**src/rtl/axi_slave_pkg.sv**
```systemverilog
// axi_slave shared types and address map.
// Handshake FSM states and word addresses.
package axi_slave_pkg;

  typedef enum logic {
    W_IDLE,
    W_RESP
  } wstate_e;

  typedef enum logic {
    R_IDLE,
    R_DATA
  } rstate_e;

  localparam int ADDR_ID   = 0;
  localparam int ADDR_REG1 = 1;
  localparam int ADDR_REG2 = 2;
  localparam int ADDR_REG3 = 3;

endpackage

```
**src/rtl/axi_slave_if.sv**
```systemverilog
// axi_slave bus bundle.
// Write/read valid-ready channels with master/slave views.
interface axi_slave_if #(
  parameter int DATA_WIDTH = 32,
  parameter int ADDR_WIDTH = 2
);

  logic                  awvalid;
  logic                  awready;
  logic [ADDR_WIDTH-1:0] awaddr;
  logic [DATA_WIDTH-1:0] wdata;
  logic                  wvalid;
  logic                  wready;
  logic                  wresp;
  logic                  arvalid;
  logic                  arready;
  logic [ADDR_WIDTH-1:0] araddr;
  logic                  rvalid;
  logic [DATA_WIDTH-1:0] rData;

  modport master (
    output awvalid,
    output awaddr,
    output wdata,
    output wvalid,
    output arvalid,
    output araddr,
    input  awready,
    input  wready,
    input  wresp,
    input  arready,
    input  rvalid,
    input  rData
  );

  modport slave (
    input  awvalid,
    input  awaddr,
    input  wdata,
    input  wvalid,
    input  arvalid,
    input  araddr,
    output awready,
    output wready,
    output wresp,
    output arready,
    output rvalid,
    output rData
  );

endinterface

```
**src/rtl/axi_slave_regfile.sv**
```systemverilog
// axi_slave register file: reg1..reg3 plus the ID word.
// Macro AXI_SLAVE_ID_REG_EN makes address 0 read ID_VALUE.
module axi_slave_regfile
  import axi_slave_pkg::*;
#(
  parameter int              DATA_WIDTH = 32,
  parameter int              ADDR_WIDTH = 2,
  parameter logic [31:0]     ID_VALUE   = 32'hA5A5_0001
) (
  input  logic                  clk,
  input  logic                  rst,
  input  logic                  we,
  input  logic [ADDR_WIDTH-1:0] waddr,
  input  logic [DATA_WIDTH-1:0] wdata,
  input  logic [ADDR_WIDTH-1:0] raddr,
  output logic [DATA_WIDTH-1:0] rdata,
  output logic [DATA_WIDTH-1:0] reg1,
  output logic [DATA_WIDTH-1:0] reg2,
  output logic [DATA_WIDTH-1:0] reg3
);

`ifdef AXI_SLAVE_ID_REG_EN
  localparam bit ID_EN = 1'b1;
`else
  localparam bit ID_EN = 1'b0;
`endif

  localparam logic [DATA_WIDTH-1:0] ID_WORD =
    ID_EN ? DATA_WIDTH'(ID_VALUE) : '0;

  localparam logic [ADDR_WIDTH-1:0] A_ID =
    ADDR_WIDTH'(ADDR_ID);
  localparam logic [ADDR_WIDTH-1:0] A_R1 =
    ADDR_WIDTH'(ADDR_REG1);
  localparam logic [ADDR_WIDTH-1:0] A_R2 =
    ADDR_WIDTH'(ADDR_REG2);
  localparam logic [ADDR_WIDTH-1:0] A_R3 =
    ADDR_WIDTH'(ADDR_REG3);

  // Load the addressed register; the ID slot ignores writes.
  always_ff @(posedge clk) begin
    if (rst) begin
      reg1 <= '0;
      reg2 <= '0;
      reg3 <= '0;
    end else if (we) begin
      unique case (1'b1)
        (waddr == A_R1): reg1 <= wdata;
        (waddr == A_R2): reg2 <= wdata;
        (waddr == A_R3): reg3 <= wdata;
        default: ;
      endcase
    end
  end

  // Combinational read mux over the current contents.
  always_comb begin
    rdata = '0;
    unique case (1'b1)
      (raddr == A_ID): rdata = ID_WORD;
      (raddr == A_R1): rdata = reg1;
      (raddr == A_R2): rdata = reg2;
      (raddr == A_R3): rdata = reg3;
      default:         rdata = '0;
    endcase
  end

endmodule

```
**src/rtl/axi_slave.sv**
```systemverilog
// axi_slave top: write and read handshake FSMs over the regfile.
// Optional ID readback at address 0 via AXI_SLAVE_ID_REG_EN.
module axi_slave
  import axi_slave_pkg::*;
#(
  parameter int          DATA_WIDTH = 32,
  parameter int          ADDR_WIDTH = 2,
  parameter logic [31:0] ID_VALUE   = 32'hA5A5_0001
) (
  input  logic                  clk,
  input  logic                  rst,
  axi_slave_if.slave            bus,
  output logic [DATA_WIDTH-1:0] reg1,
  output logic [DATA_WIDTH-1:0] reg2,
  output logic [DATA_WIDTH-1:0] reg3
);

  wstate_e               wstate;
  rstate_e               rstate;
  logic                  whs;
  logic                  rhs;
  logic                  wresp_q;
  logic                  rvalid_q;
  logic [DATA_WIDTH-1:0] rdata_q;
  logic [DATA_WIDTH-1:0] rd_data;

  assign whs = bus.awvalid && bus.wvalid &&
               (wstate == W_IDLE) && !rst;
  assign rhs = bus.arvalid &&
               (rstate == R_IDLE) && !rst;

  assign bus.awready = whs;
  assign bus.wready  = whs;
  assign bus.arready = rhs;

  // A reset landing on the response cycle swallows the pulse.
  assign bus.wresp  = wresp_q && !rst;
  assign bus.rvalid = rvalid_q && !rst;
  assign bus.rData  = rdata_q;

  axi_slave_regfile #(
    .DATA_WIDTH (DATA_WIDTH),
    .ADDR_WIDTH (ADDR_WIDTH),
    .ID_VALUE   (ID_VALUE)
  ) u_regfile (
    .clk   (clk),
    .rst   (rst),
    .we    (whs),
    .waddr (bus.awaddr),
    .wdata (bus.wdata),
    .raddr (bus.araddr),
    .rdata (rd_data),
    .reg1  (reg1),
    .reg2  (reg2),
    .reg3  (reg3)
  );

  // Write channel: accept addr+data together, then one resp cycle.
  always_ff @(posedge clk) begin
    if (rst) begin
      wstate  <= W_IDLE;
      wresp_q <= 1'b0;
    end else begin
      unique case (wstate)
        W_IDLE: begin
          if (whs) begin
            wstate  <= W_RESP;
            wresp_q <= 1'b1;
          end
        end
        W_RESP: begin
          wstate  <= W_IDLE;
          wresp_q <= 1'b0;
        end
        default: begin
          wstate  <= W_IDLE;
          wresp_q <= 1'b0;
        end
      endcase
    end
  end

  // Read channel: capture data at accept, present it one cycle.
  always_ff @(posedge clk) begin
    if (rst) begin
      rstate   <= R_IDLE;
      rvalid_q <= 1'b0;
      rdata_q  <= '0;
    end else begin
      unique case (rstate)
        R_IDLE: begin
          if (rhs) begin
            rstate   <= R_DATA;
            rvalid_q <= 1'b1;
            rdata_q  <= rd_data;
          end
        end
        R_DATA: begin
          rstate   <= R_IDLE;
          rvalid_q <= 1'b0;
        end
        default: begin
          rstate   <= R_IDLE;
          rvalid_q <= 1'b0;
        end
      endcase
    end
  end

endmodule

```
**src/flat_wrapper.sv**
```systemverilog
// flat-port wrapper written by rule: the top's interface ports become plain ports
module axi_slave_flat import axi_slave_pkg::*;
#(
  parameter int          DATA_WIDTH = 32,
  parameter int          ADDR_WIDTH = 2,
  parameter logic [31:0] ID_VALUE   = 32'hA5A5_0001
)
  (clk, rst, reg1, reg2, reg3, bus_awvalid, bus_awaddr, bus_wdata, bus_wvalid, bus_arvalid, bus_araddr, bus_awready, bus_wready, bus_wresp, bus_arready, bus_rvalid, bus_rData);
  axi_slave_if #(.DATA_WIDTH(DATA_WIDTH), .ADDR_WIDTH(ADDR_WIDTH)) bus_i ();
  input  logic clk;
  input  logic rst;
  output logic [DATA_WIDTH-1:0] reg1;
  output logic [DATA_WIDTH-1:0] reg2;
  output logic [DATA_WIDTH-1:0] reg3;
  input wire logic [$bits(bus_i.awvalid)-1:0] bus_awvalid;
  input wire logic [$bits(bus_i.awaddr)-1:0] bus_awaddr;
  input wire logic [$bits(bus_i.wdata)-1:0] bus_wdata;
  input wire logic [$bits(bus_i.wvalid)-1:0] bus_wvalid;
  input wire logic [$bits(bus_i.arvalid)-1:0] bus_arvalid;
  input wire logic [$bits(bus_i.araddr)-1:0] bus_araddr;
  output wire logic [$bits(bus_i.awready)-1:0] bus_awready;
  output wire logic [$bits(bus_i.wready)-1:0] bus_wready;
  output wire logic [$bits(bus_i.wresp)-1:0] bus_wresp;
  output wire logic [$bits(bus_i.arready)-1:0] bus_arready;
  output wire logic [$bits(bus_i.rvalid)-1:0] bus_rvalid;
  output wire logic [$bits(bus_i.rData)-1:0] bus_rData;
  assign bus_i.awvalid = bus_awvalid;
  assign bus_i.awaddr = bus_awaddr;
  assign bus_i.wdata = bus_wdata;
  assign bus_i.wvalid = bus_wvalid;
  assign bus_i.arvalid = bus_arvalid;
  assign bus_i.araddr = bus_araddr;
  assign bus_awready = bus_i.awready;
  assign bus_wready = bus_i.wready;
  assign bus_wresp = bus_i.wresp;
  assign bus_arready = bus_i.arready;
  assign bus_rvalid = bus_i.rvalid;
  assign bus_rData = bus_i.rData;
  axi_slave #(.DATA_WIDTH(DATA_WIDTH), .ADDR_WIDTH(ADDR_WIDTH), .ID_VALUE(ID_VALUE)) u_core (.clk(clk), .rst(rst), .bus(bus_i), .reg1(reg1), .reg2(reg2), .reg3(reg3));
endmodule
```
**config.mk**
```make
export PLATFORM = sky130hd
export DESIGN_NAME = axi_slave_flat
export DESIGN_NICKNAME = d
export VERILOG_FILES = /design/src/rtl/axi_slave_pkg.sv /design/src/rtl/axi_slave_if.sv /design/src/rtl/axi_slave_regfile.sv /design/src/rtl/axi_slave.sv /design/src/flat_wrapper.sv
export SDC_FILE = /design/constraint.sdc
export NUM_CORES = 1
export LEC_CHECK = 0
export ABC_AREA = 1
export ABC_CLOCK_PERIOD_IN_PS = 2500
export CAP_MARGIN = 20
export CELL_PAD_IN_SITES_DETAIL_PLACEMENT = 1
export CELL_PAD_IN_SITES_GLOBAL_PLACEMENT = 2
export CORE_ASPECT_RATIO = 0.7
export CORE_UTILIZATION = 27
export DETAILED_ROUTE_END_ITERATION = 12
export GPL_ROUTABILITY_DRIVEN = 1
export HOLD_SLACK_MARGIN = 0.03
export PLACE_DENSITY_LB_ADDON = 0.1
export SKIP_LAST_GASP = 1
export SLEW_MARGIN = 20
export SYNTH_ARGS = -nofsm -noshare
export SYNTH_HDL_FRONTEND = slang
export SYNTH_SLANG_ARGS = --single-unit
```
**constraint.sdc**
```tcl
create_clock -name clk -period 2.5 [get_ports clk]
set_clock_uncertainty 0.05 [all_clocks]
set_input_delay 0.375 -clock clk [delete_from_list [all_inputs] [get_ports clk]]
set_output_delay 0.375 -clock clk [all_outputs]
set_load 0.005 [all_outputs]
```
Word level (Yosys, flattened, before mapping)
Cells that the tools add are included.
{"block": "word_totals", "output_inout_bits": 133, "inputBits": 41, "ff_bits": 132, "ramBits": 0, "latchBits": 0, "mem_bits_ro": 0, "n_memories": 0}
{"block": "classes", "multipliers": 0, "n_lt_le_gt_ge": 0, "n_div": 0, "shifts": 0, "n_reduce_logical": 12, "eq_ne": 8, "bitwise_logic": 2, "mux": 9, "n_addsub": 0}
{"op": "$pmux 32 s3", "count": 1}
{"op": "$eq 2x2->1 const B", "count": 4}
{"op": "$pmux 1 s2", "count": 4}
{"op": "$reduce_and 2->1", "count": 4}
{"op": "$logic_and 1x1->1", "count": 7}
{"op": "$eq 2x1->1 const B", "count": 2}
{"op": "$mux 1", "count": 4}
{"op": "$ne 2x2->1 const B", "count": 2}
{"op": "$not 1->1", "count": 2}
{"op": "$logic_not 1->1", "count": 1}

Logic depth before layout (Yosys ltp)
Gate-level depths: netlist (run 1).
{"block": "depth", "depth_word": 5, "depth_mapped": 8}

By module
A second synthesis (run 1) with hierarchy kept.
{"block": "unflattened", "cells_unflattened": 883, "hier_area_um2": 5861.9}
{"module": "axi_slave_regfile", "cells_per_inst": 720, "area_per_inst_um2": 4433.0, "n_inst": 1}
{"module": "axi_slave", "cells_per_inst": 163, "area_per_inst_um2": 1428.9, "n_inst": 1}

Worst setup path before layout (run 1)
Ideal clock, no wire load.
{"block": "synth_timing", "path_kind": "input -> output", "from": "in rst", "to": "out bus_wready", "n_path_buf": 3, "required_time_ns": 2.075, "slack_ns": 0.942, "t_arrival_ns": 1.133, "cell_stages": 6, "path_cell_list": "buf_2 nor2_4 inv_2 nor2_4 buf_2 buf_4"}
{"block": "synth_between", "elab_chain_len": 2}
{"element": "start: declaration", "line": "flat_wrapper.sv:11", "rtl": "input logic rst;"}
{"element": "$logic_not 1->1", "line": "axi_slave.sv:28", "rtl": "(wstate == W_IDLE) && !rst;"}
{"element": "$logic_and 1x1->1", "line": "axi_slave.sv:28"}
{"element": "end: declaration", "line": "flat_wrapper.sv:22", "rtl": "output wire logic [$bits(bus_i.wready)-1:0] bus_wready;"}
No other way between the ends.

Worst setup path in the final report (run 1)
{"block": "layout_timing", "from": "in bus_awvalid", "to": "out bus_awready"}
{"block": "layout_between", "elab_chain_len": 3}
{"element": "start: declaration", "line": "flat_wrapper.sv:15", "rtl": "input wire logic [$bits(bus_i.awvalid)-1:0] bus_awvalid;"}
{"element": "$logic_and 1x1->1 (2 in a row)", "line": "axi_slave.sv:27", "rtl": "assign whs = bus.awvalid && bus.wvalid &&"}
{"element": "$logic_and 1x1->1", "line": "axi_slave.sv:28"}
{"element": "end: declaration", "line": "flat_wrapper.sv:21", "rtl": "output wire logic [$bits(bus_i.awready)-1:0] bus_awready;"}
No other way between the ends.

==> flow_metrics.tcl, run 1 <==
set metrics [dict create \
    syn_area_mm2 0.00565 \
    syn_avg_cell_area_um2 7.02 \
    path_delay_family "buffers and inverters" \
    synth_area_leaders "dfxtp_1 47%, nand3_1 17%, nand2_1 13%" \
    syn_nets 845 \
    synth_seq_cells 132 \
    syn_to_final_growth_pct 44.7 \
    rsz0062_at_grt "no" \
    place_congestion 0.765 \
    setup_ws_ps 415 \
    synth-seq-area-share 0.468 \
    gr-total-overflow 0 \
    crit_top_cell "clkdlybuf4s50_1" \
    cts_tree "built" \
    initial_core_util 0.281 \
    ios 174 \
    grt_pass1_wl_um 35200 \
    fp.dieW_um 175 \
    cp_num_cells 4 \
    cts_root_buffer "clkbuf_16" \
    cpPeakStageDelay_ps 520 \
    core_mm2 0.0201 \
    fillers 2510 \
    firstDrtPassIters 4 \
    drt_iter0_markers 343 \
    cts_hold_buf 0 \
    synth_top_cell_area_share 0.468 \
    rows 43 \
    finalCritPeriodShare 0.834 \
    critPathRequiredTime_ps 2080 \
    ctsResizeCount 0 \
    diodes 0 \
    setup_violations 0 \
    reg2regPathDepth 6 \
    arrival_ps 1660 \
    drv_slew 0 \
    worstReg2RegStart "u_core.wstate" \
    path_buf_inv 2 \
    worstPathCellList "clkdlybuf4s50_1 -> nand2_1 -> nor2_4 -> clkdlybuf4s50_1" \
    syn-instance-count 804 \
    wl_per_cell_um 18.4 \
    cap_violations 0 \
    max_freq_ghz 0.480 \
    port_buffers 173 \
    r2r_slack_ps 740 \
    clock_latency_ps 420 \
    grt_pass1_vias 6176 \
    ir_drop_mv 0.389 \
    end_kind "output port" \
    wirelength_um 22600 \
    place_inst 1201 \
    status "completed" \
    register_area_mm2 0.00264 \
    critPathMaxFanout 4 \
    fin_area_mm2 0.00817 \
    placed_area_mm2 0.00756 \
    yosys.area.top_type "dfxtp_1" \
    clock-sinks 132 \
    leakagePower_nw 3.07 \
    dp_hpwl_um 14700 \
    finalCriticalPeriod_ps 2080 \
    antenna_found_initial 0 \
    post_cts_buffers 0 \
    drc_errors 0 \
    relSlewSlack 0.514 \
    grt.total_usage 0.216 \
    final_cells 1232 \
    via_count 6126 \
    critPathKind "in2out" \
    h-tree-depth 4 \
    crit_slowest_cell "clkdlybuf4s50_1" \
    clock_path_buffers 2 \
    ant_nets 0 \
    grt_max_degree 65 \
    cp-endpoint "bus_awready" \
    viasPerCell 4.97 \
    final_hold_viol_count 0 \
    drive_gt1_frac 0.0676 \
    setup_tns_ps 0 \
    numCtsBuffers 17 \
    ys_warn_count 0 \
    multiInputGateArea_mm2 0.00252 \
    finalPower_w 0.00522 \
    synth.distinct_cells 16 \
    r2r_end "u_core.u_regfile.reg1[18]" \
    cp-startpoint "bus_awvalid" \
    path_clk_slew_ps 60 \
    dp_slack_ps 284 \
    worstMarginPinSlew_ps 727 \
    dieArea_mm2 0.0215 \
    worst_setup_path_start_kind "input pin" \
    die_h_um 123 \
    min_path_type "in2reg" \
    power_density_mw_per_mm2 639 \
    fin_nets 991 \
]
[registers in the layout (all words and copies together), names as in the netlist]
register	cells
u_core.u_regfile.reg3	32
u_core.bus.rData	32
u_core.u_regfile.reg1	32
u_core.rvalid_q	1
u_core.u_regfile.reg2	32
u_core.wresp_q	1
u_core.rstate	1
u_core.wstate	1
[metrics by stage]
step / hold slack, ps / utilization
after floorplan: 382 / -
after global placement: 398 / 0.376
after detailed placement: 409 / 0.376
after CTS: 238 / 0.406
after global routing: 257 / 0.406
final: 249 / 0.406
[layer usage]
| metal | vias to the layer above | routed length (um) | GRT usage |
|---|---|---|---|
| met3 | 13 | 1310 | 0.0547 |
| met4 | 0 | 181 | 0.0533 |
| met1 | 3034 | 10700 | 0.286 |
| met5 | - | 0 | 0 |
| li1 | 2920 | - | - |
| met2 | 159 | 10400 | 0.351 |
[synth_stat cells]
cell type / n
nor2_4: 3
nand3b_1: 1
clkbuf_1: 29
dfxtp_1: 132
buf_1: 3
buf_2: 28
inv_1: 41
buf_6: 6
nor2_1: 68
nand3_1: 194
nor2_2: 2
nand2_2: 1
a21oi_1: 98
inv_2: 3
nand2_1: 194
buf_4: 1
[cell usage in the layout (no fill, tap or decap)]
cell / count
a21oi_1: 98
buf_12: 1
buf_2: 2
buf_4: 21
bufinv_16: 4
clkbuf_1: 1
clkbuf_16: 17
clkbuf_8: 2
clkdlybuf4s50_1: 170
clkinv_1: 1
clkinv_2: 6
clkinvlp_4: 1
dfxtp_1: 132
inv_1: 40
inv_2: 3
nand2_1: 194
nand2_2: 1
nand3_1: 192
nand3_2: 2
nand3b_1: 1
nor2_1: 68
nor2_4: 5
[where the power goes]
group / total, W / internal, W / leakage, nW / switching (W)
combinational: 0.000416 / 0.000154 / 1.70 / 0.000263
sequential: 0.00216 / 0.00213 / 1.07 / 0.0000240
clock: 0.00265 / 0.00170 / 0.305 / 0.000945
total: 0.00522 / 0.00399 / 3.07 / 0.00123
[final cells by class]
class                   instances  area share
inverters                      44      0.0202
well taps                     270      0.0413
repair buffers                194       0.231
clock inverters                11      0.0193
flip-flops and latches        132       0.323
multi-input cells             561       0.309
clock buffers                  20      0.0559
[worst min path at each step]
stage                     from                       end  slack, ps  depth (start not counted)
6_report                   rst  u_core.u_regfile.reg2[4]        250                          2
5_1_grt                    rst  u_core.u_regfile.reg2[2]        260                          2
4_1_cts                    rst  u_core.u_regfile.reg2[4]        240                          2
3_5_place_dp    u_core.wresp_q            u_core.wresp_q        410                          2
3_3_place_gp    u_core.wresp_q            u_core.wresp_q        400                          2
2_1_floorplan  u_core.rvalid_q           u_core.rvalid_q        380                          2
[cell families after synthesis]
| family | after synthesis | share of synthesized area |
|---|---|---|
| simple gates | 463 | 0.357 |
| flops | 132 | 0.468 |
| compound gates | 98 | 0.0868 |
| buf+inv | 111 | 0.0886 |
Note: power is estimated with default switching activity, not from simulation.
==> inputs of run 2 (changes only) <==
ABC_CLOCK_PERIOD_IN_PS = 1700   (was 2500)
CORE_UTILIZATION = 22   (was 27)
clock period = 1.7 ns   (was 2.5 ns; I/O delays follow)
==> run 2 against run 1 <==
Against the previous run:
- the run now ends with design-rule violations left
- first-iteration DRC count is 14% lower
- non-clock buffer count is 15 higher
- register-to-register slack got worse by 460 ps
- worst hold slack worse by 65 ps
- via count decreased by 3.0%
- clock-buffer cell count up 1
- wire length grew 6.7%
- critical path depth down 3
==> flow_metrics.tcl, run 2 (synthesis gave the netlist of run 1 again) <==
set metrics [dict create \
    cts_hold_buf 0 \
    cp_num_cells 1 \
    initial_core_util 0.227 \
    grt_pass1_wl_um 36800 \
    ant_nets 0 \
    ios 174 \
    wl_per_cell_um 18.5 \
    place_congestion 0.732 \
    fp.dieW_um 194 \
    mostFrequentLayoutCells "194 x nand2_1, 192 x nand3_1, 161 x clkdlybuf4s50_1, 116 x dfxtp_1, 98 x a21oi_1" \
    critPathRequiredTime_ps 1390 \
    internal_power_w 0.00584 \
    register_area_mm2 0.00266 \
    grt_max_degree 65 \
    cts_root_buffer "clkbuf_16" \
    worstPathCellList "clkdlybuf4s50_1" \
    finalCriticalPeriod_ps 1650 \
    rsz0062_at_grt "no" \
    power.switching_w 0.00188 \
    r2r_end "u_core.bus.rData[13]" \
    numCtsBuffers 17 \
    power_density_mw_per_mm2 911 \
    rows 48 \
    finalCritPeriodShare 0.973 \
    dieArea_mm2 0.0263 \
    sequentialPowerShare 0.411 \
    min_path_type "in2reg" \
    worst_setup_path_start_kind "flip-flop" \
    grt.total_usage 0.186 \
    clock_latency_ps 420 \
    critPathKind "reg2out" \
    ir_drop_mv 0.710 \
    final_hold_viol_count 0 \
    setup_violations 0 \
    end_kind "output port" \
    min_to "u_core.wstate" \
    relSlewSlack 0.612 \
    grt_pass1_vias 5967 \
    cts_tree "built" \
    drive_gt1_frac 0.0971 \
    r2r_slack_ps 280 \
    status "finished with violations" \
    antenna_found_initial 0 \
    cpPeakStageDelay_ps 530 \
    firstDrtPassIters 9 \
    fillers 3000 \
    diodes 0 \
    crit_slowest_cell "clkdlybuf4s50_1" \
    dp_hpwl_um 16000 \
    clock-sinks 132 \
    reg2regPathDepth 8 \
    multiInputGateArea_mm2 0.00253 \
    placed_area_mm2 0.00783 \
    hold_path_startpoint "rst" \
    violations "design-rule violations" \
    cap_violations 0 \
    drc_errors 8 \
    finalPower_w 0.00772 \
    core_mm2 0.0249 \
    port_buffers 173 \
    critPathMaxFanout 3 \
    leakagePower_nw 3.28 \
    h-tree-depth 4 \
    worstMarginPinSlew_ps 581 \
    clock_path_buffers 2 \
    arrival_ps 1350 \
    switching_share 0.244 \
    final_common_cell "nand2_1" \
    die_h_um 136 \
    wirelength_um 24100 \
    fin_nets 1006 \
    via_count 5945 \
    p_comb_frac 0.085 \
    drt_iter0_markers 294 \
    path_buf_inv 1 \
    hold_depth 4 \
    path_delay_family "buffers and inverters" \
    drv_slew 0 \
    syn_to_final_growth_pct 50.1 \
    gr-total-overflow 0 \
    fin_area_mm2 0.00848 \
    viasPerCell 4.56 \
    max_freq_ghz 0.605 \
    path_clk_slew_ps 60 \
    worstReg2RegStart "u_core.rstate" \
    pwr-share-clk 0.504 \
]
## run 2: cell count changes in the layout (fill, tap and decap cells not counted), moves of 5 or more
| cell | delta |
|---|---|
| dfxtp_1 | -16 |
| dfxtp_2 | +16 |
| dlymetal6s2s_1 | +5 |
| buf_4 | +7 |
| buf_12 | +8 |
| clkdlybuf4s50_1 | -9 |
## run 2: how the worst max path moves through the flow
stage                              start     endpoint  slack [ps]
2_1_floorplan                        rst   bus_wready         380
3_3_place_gp                 bus_arvalid  bus_arready        -190
3_5_place_dp                 bus_arvalid  bus_arready        -190
4_1_cts                  u_core.rvalid_q   bus_rvalid         -90
5_1_grt         u_core.u_regfile.reg3[1]      reg3[1]         0.8
6_report       u_core.u_regfile.reg3[23]     reg3[23]          50
## run 2: power groups by stage
stage,registers [W],logic (W),clock network (W)
floorplan,0.00323,0.000276,0
global placement,0.00324,0.000667,0
detailed placement,0.00324,0.000668,0
CTS,0.00317,0.000671,0.00399
global route,0.00318,0.000719,0.00411
finish,0.00317,0.000660,0.00389
## run 2: timing repair
item | in CTS | in global routing
gates resized for setup | 10 | 17
gates cloned | 0 | 0
endpoints found under the setup margin | 10 | 16
pin swaps | 1 | 0
setup buffers | 1 | 0
## run 2: layout make-up
| class | instances | area share |
|---|---|---|
| flip-flops and latches | 132 | 0.314 |
| clock buffers | 21 | 0.0520 |
| clock inverters | 11 | 0.0187 |
| inverters | 44 | 0.0195 |
| well taps | 325 | 0.0480 |
| multi-input cells | 561 | 0.299 |
| repair buffers | 209 | 0.249 |
## run 2: layer usage
metal / share of wire / track usage / vias up
li1: - / - / 2950
met1: 0.51 / 0.265 / 2846
met2: 0.43 / 0.282 / 136
met3: 0.052 / 0.0452 / 13
met4: 0.0070 / 0.0436 / 0
met5: 0 / 0 / -
## run 2: through the flow
step	hold slack (ps)	setup slack [ps]	instances	setup TNS [ps]	util
final	184	46.3	1303	0	0.340
after global routing	190	0.800	1303	0	0.340
after CTS	150	-93.1	1303	-93.1	0.339
after detailed placement	401	-185	1270	-9560	0.314
after global placement	404	-193	1270	-7240	0.314
after floorplan	340	382	804	0	-
==> inputs of run 3 (changes only) <==
ABC_AREA = default   (was 1)
CORE_UTILIZATION = 25   (was 22)
==> run 3 against run 2 <==
Against the previous run:
- the run now ends clean
- combinational power up 15%
- global-route usage up 0.43 points
- worst setup slack worse by 9.4 ps
- critical path type unchanged
- critical endpoint is now bus_awready
==> flow_metrics.tcl, run 3 <==
set metrics [dict create \
    critPathMaxFanout 2 \
    numCtsBuffers 17 \
    crit_slowest_cell "dfxtp_1" \
    dieArea_mm2 0.0235 \
    syn_avg_cell_area_um2 9.39 \
    port_buffers 173 \
    gr-total-overflow 0 \
    synth_area_leaders "dfxtp_1 46%, o21ai_0 8.5%, mux2_2 6.3%" \
    rows 45 \
    yosys.area_share.simple 0.126 \
    max_freq_ghz 0.601 \
    worstPathCellList "nand4bb_4 -> inv_6 -> buf_4 -> dlygate4sd2_1" \
    relSlewSlack 0.432 \
    wirelength_um 22400 \
    syn_area_mm2 0.00572 \
    place_congestion 0.768 \
    register_area_mm2 0.00265 \
    die_h_um 129 \
    finalCritPeriodShare 0.978 \
    clock-sinks 132 \
    ant_nets 0 \
    power_density_mw_per_mm2 912 \
    fillers 2446 \
    min_path_type "in2reg" \
    fin_area_mm2 0.00873 \
    final_hold_viol_count 0 \
    fin_nets 815 \
    cpPeakStageDelay_ps 320 \
    leakagePower_nw 2.81 \
    place_inst 1058 \
    path_clk_slew_ps 60 \
    clock_latency_ps 410 \
    cts_root_buffer "clkbuf_16" \
    synth_top_family_by_area "compound AO/OA/AOI/OAI gates" \
    antenna_found_initial 1 \
    synth-edff-count 0 \
    setup_violations 0 \
    initial_core_util 0.259 \
    finalCriticalPeriod_ps 1660 \
    fp.dieW_um 183 \
    grt.total_usage 0.191 \
    core_mm2 0.0221 \
    async_flop_share 0 \
    placed_area_mm2 0.00806 \
    synthFlopType "dfxtp_1" \
    wl_per_cell_um 20.5 \
    worstMarginPinSlew_ps 852 \
    ios 174 \
    holdWs_ps 167 \
    viasPerCell 5.01 \
    cts_hold_buf 0 \
    h-tree-depth 4 \
    drive_gt1_frac 0.240 \
    via_count 5475 \
    critPathKind "reg2out" \
    cts_tree "built" \
    ys_top_cells_by_count "132 x dfxtp_1, 97 x o21ai_0, 67 x a21oi_1, 66 x nand3_1, 44 x clkbuf_1" \
    setup_tns_ps 0 \
    cap_violations 0 \
    syn-instance-count 609 \
    synth-compound-area-share 0.281 \
    grt_pass1_vias 5632 \
    firstDrtPassIters 4 \
    status "completed" \
    synth_top_cell_area_share 0.462 \
    mostFrequentLayoutCells "165 x clkdlybuf4s50_1, 126 x dfxtp_1, 95 x o21ai_0, 66 x nand3_1, 66 x a21oi_1" \
    end_kind "output port" \
    clock_path_buffers 2 \
    synth.distinct_cells 27 \
    drc_errors 0 \
    dp_hpwl_um 15200 \
    grt_pass1_wl_um 34100 \
    yosys.area.top_type "dfxtp_1" \
    ir_drop_mv 0.518 \
    synthMuxAreaShare 0.0630 \
    syn_to_final_growth_pct 52.6 \
    ys_warn_count 0 \
    syn_nets 650 \
    multiInputGateArea_mm2 0.00276 \
    synth-xor-area-share 0 \
    drv_slew 0 \
    final_cells 1093 \
    final_common_cell "clkdlybuf4s50_1" \
    arrival_ps 1360 \
    finalPower_w 0.00796 \
    synth_seq_cells 132 \
    drt_iter0_markers 379 \
    critPathRequiredTime_ps 1390 \
    synthAdderAreaFrac 0 \
    rsz0062_at_grt "yes" \
    synth-seq-area-share 0.462 \
    grt_max_degree 66 \
    synth_most_common_cell "dfxtp_1" \
    worst_setup_path_start_kind "flip-flop" \
]
[run 3: changes by cell type after synthesis, sizes merged, moves of 3 or more]
cell | before | now
a22oi | 0 | 32
buf | 38 | 28
nand2 | 195 | 1
inv | 44 | 4
nor2b | 0 | 4
nor2 | 73 | 1
o2bb2ai | 0 | 32
o21ai | 0 | 98
nand3 | 194 | 96
nand2b | 0 | 3
mux2 | 0 | 32
clkbuf | 29 | 44
[run 3: per-layer routing]
metal,part of all wire,track usage
met1,0.50,0.261
met2,0.44,0.300
met3,0.047,0.0464
met4,0.011,0.0490
met5,0,0
[run 3: per-stage QoR]
stage | setup WS (ps) | utilization
floorplan | 282 | -
global placement | -183 | 0.365
detailed placement | -267 | 0.365
CTS | 9.64 | 0.395
global route | -38.6 | 0.395
finish | 36.9 | 0.395
[run 3: kinds of logic (layout without fill, tap and decap cells)]
kind of cell | after synthesis | in the layout
AOI/OAI and AO/OA | 259 | 259
DFF | 132 | 132
and+or+nand+nor | 110 | 110
buffers and inverters | 76 | 254
muxes | 32 | 32
other | 0 | 1
[run 3: worst max-delay path, delay by kind of cell, from the launching register on]
kind | cells | cell delay [ps]
flip-flops | 1 | 320
AND/OR/NAND/NOR | 1 | 230
buffers and inverters | 3 | 410
[run 3: cell type report]
class	instances	share of cell area
well taps	305	0.0437
flip-flops and latches	132	0.304
multi-input cells	401	0.317
diodes	1	0.000287
clock buffers	21	0.0539
clock inverters	11	0.0198
repair buffers	218	0.260
inverters	4	0.00229
[run 3: path summary, 6_finish.rpt]
check / from / to / slack, ps / depth (start not counted)
worst min-delay path: rst / u_core.wresp_q / 170 / 3
worst max-delay path: u_core.wstate / bus_awready / 40 / 4
worst max register to register: u_core.wstate / u_core.u_regfile.reg2[23] / 100 / 6
worst min register to register: u_core.bus.rData[19] / u_core.bus.rData[19] / 410 / 1
[run 3: repair_timing]
action	in CTS	in global routing
pin swaps	1	0
gates resized for setup	7	8
buffers inserted	2	0
setup endpoints to repair	4	9
[run 3: power breakdown]
part           leakage (nW)  internal (W)  total [W]  switching [W]
clock network         0.302       0.00258    0.00405        0.00147
logic                  1.44      0.000318   0.000757       0.000439
registers              1.07       0.00313    0.00316      0.0000294
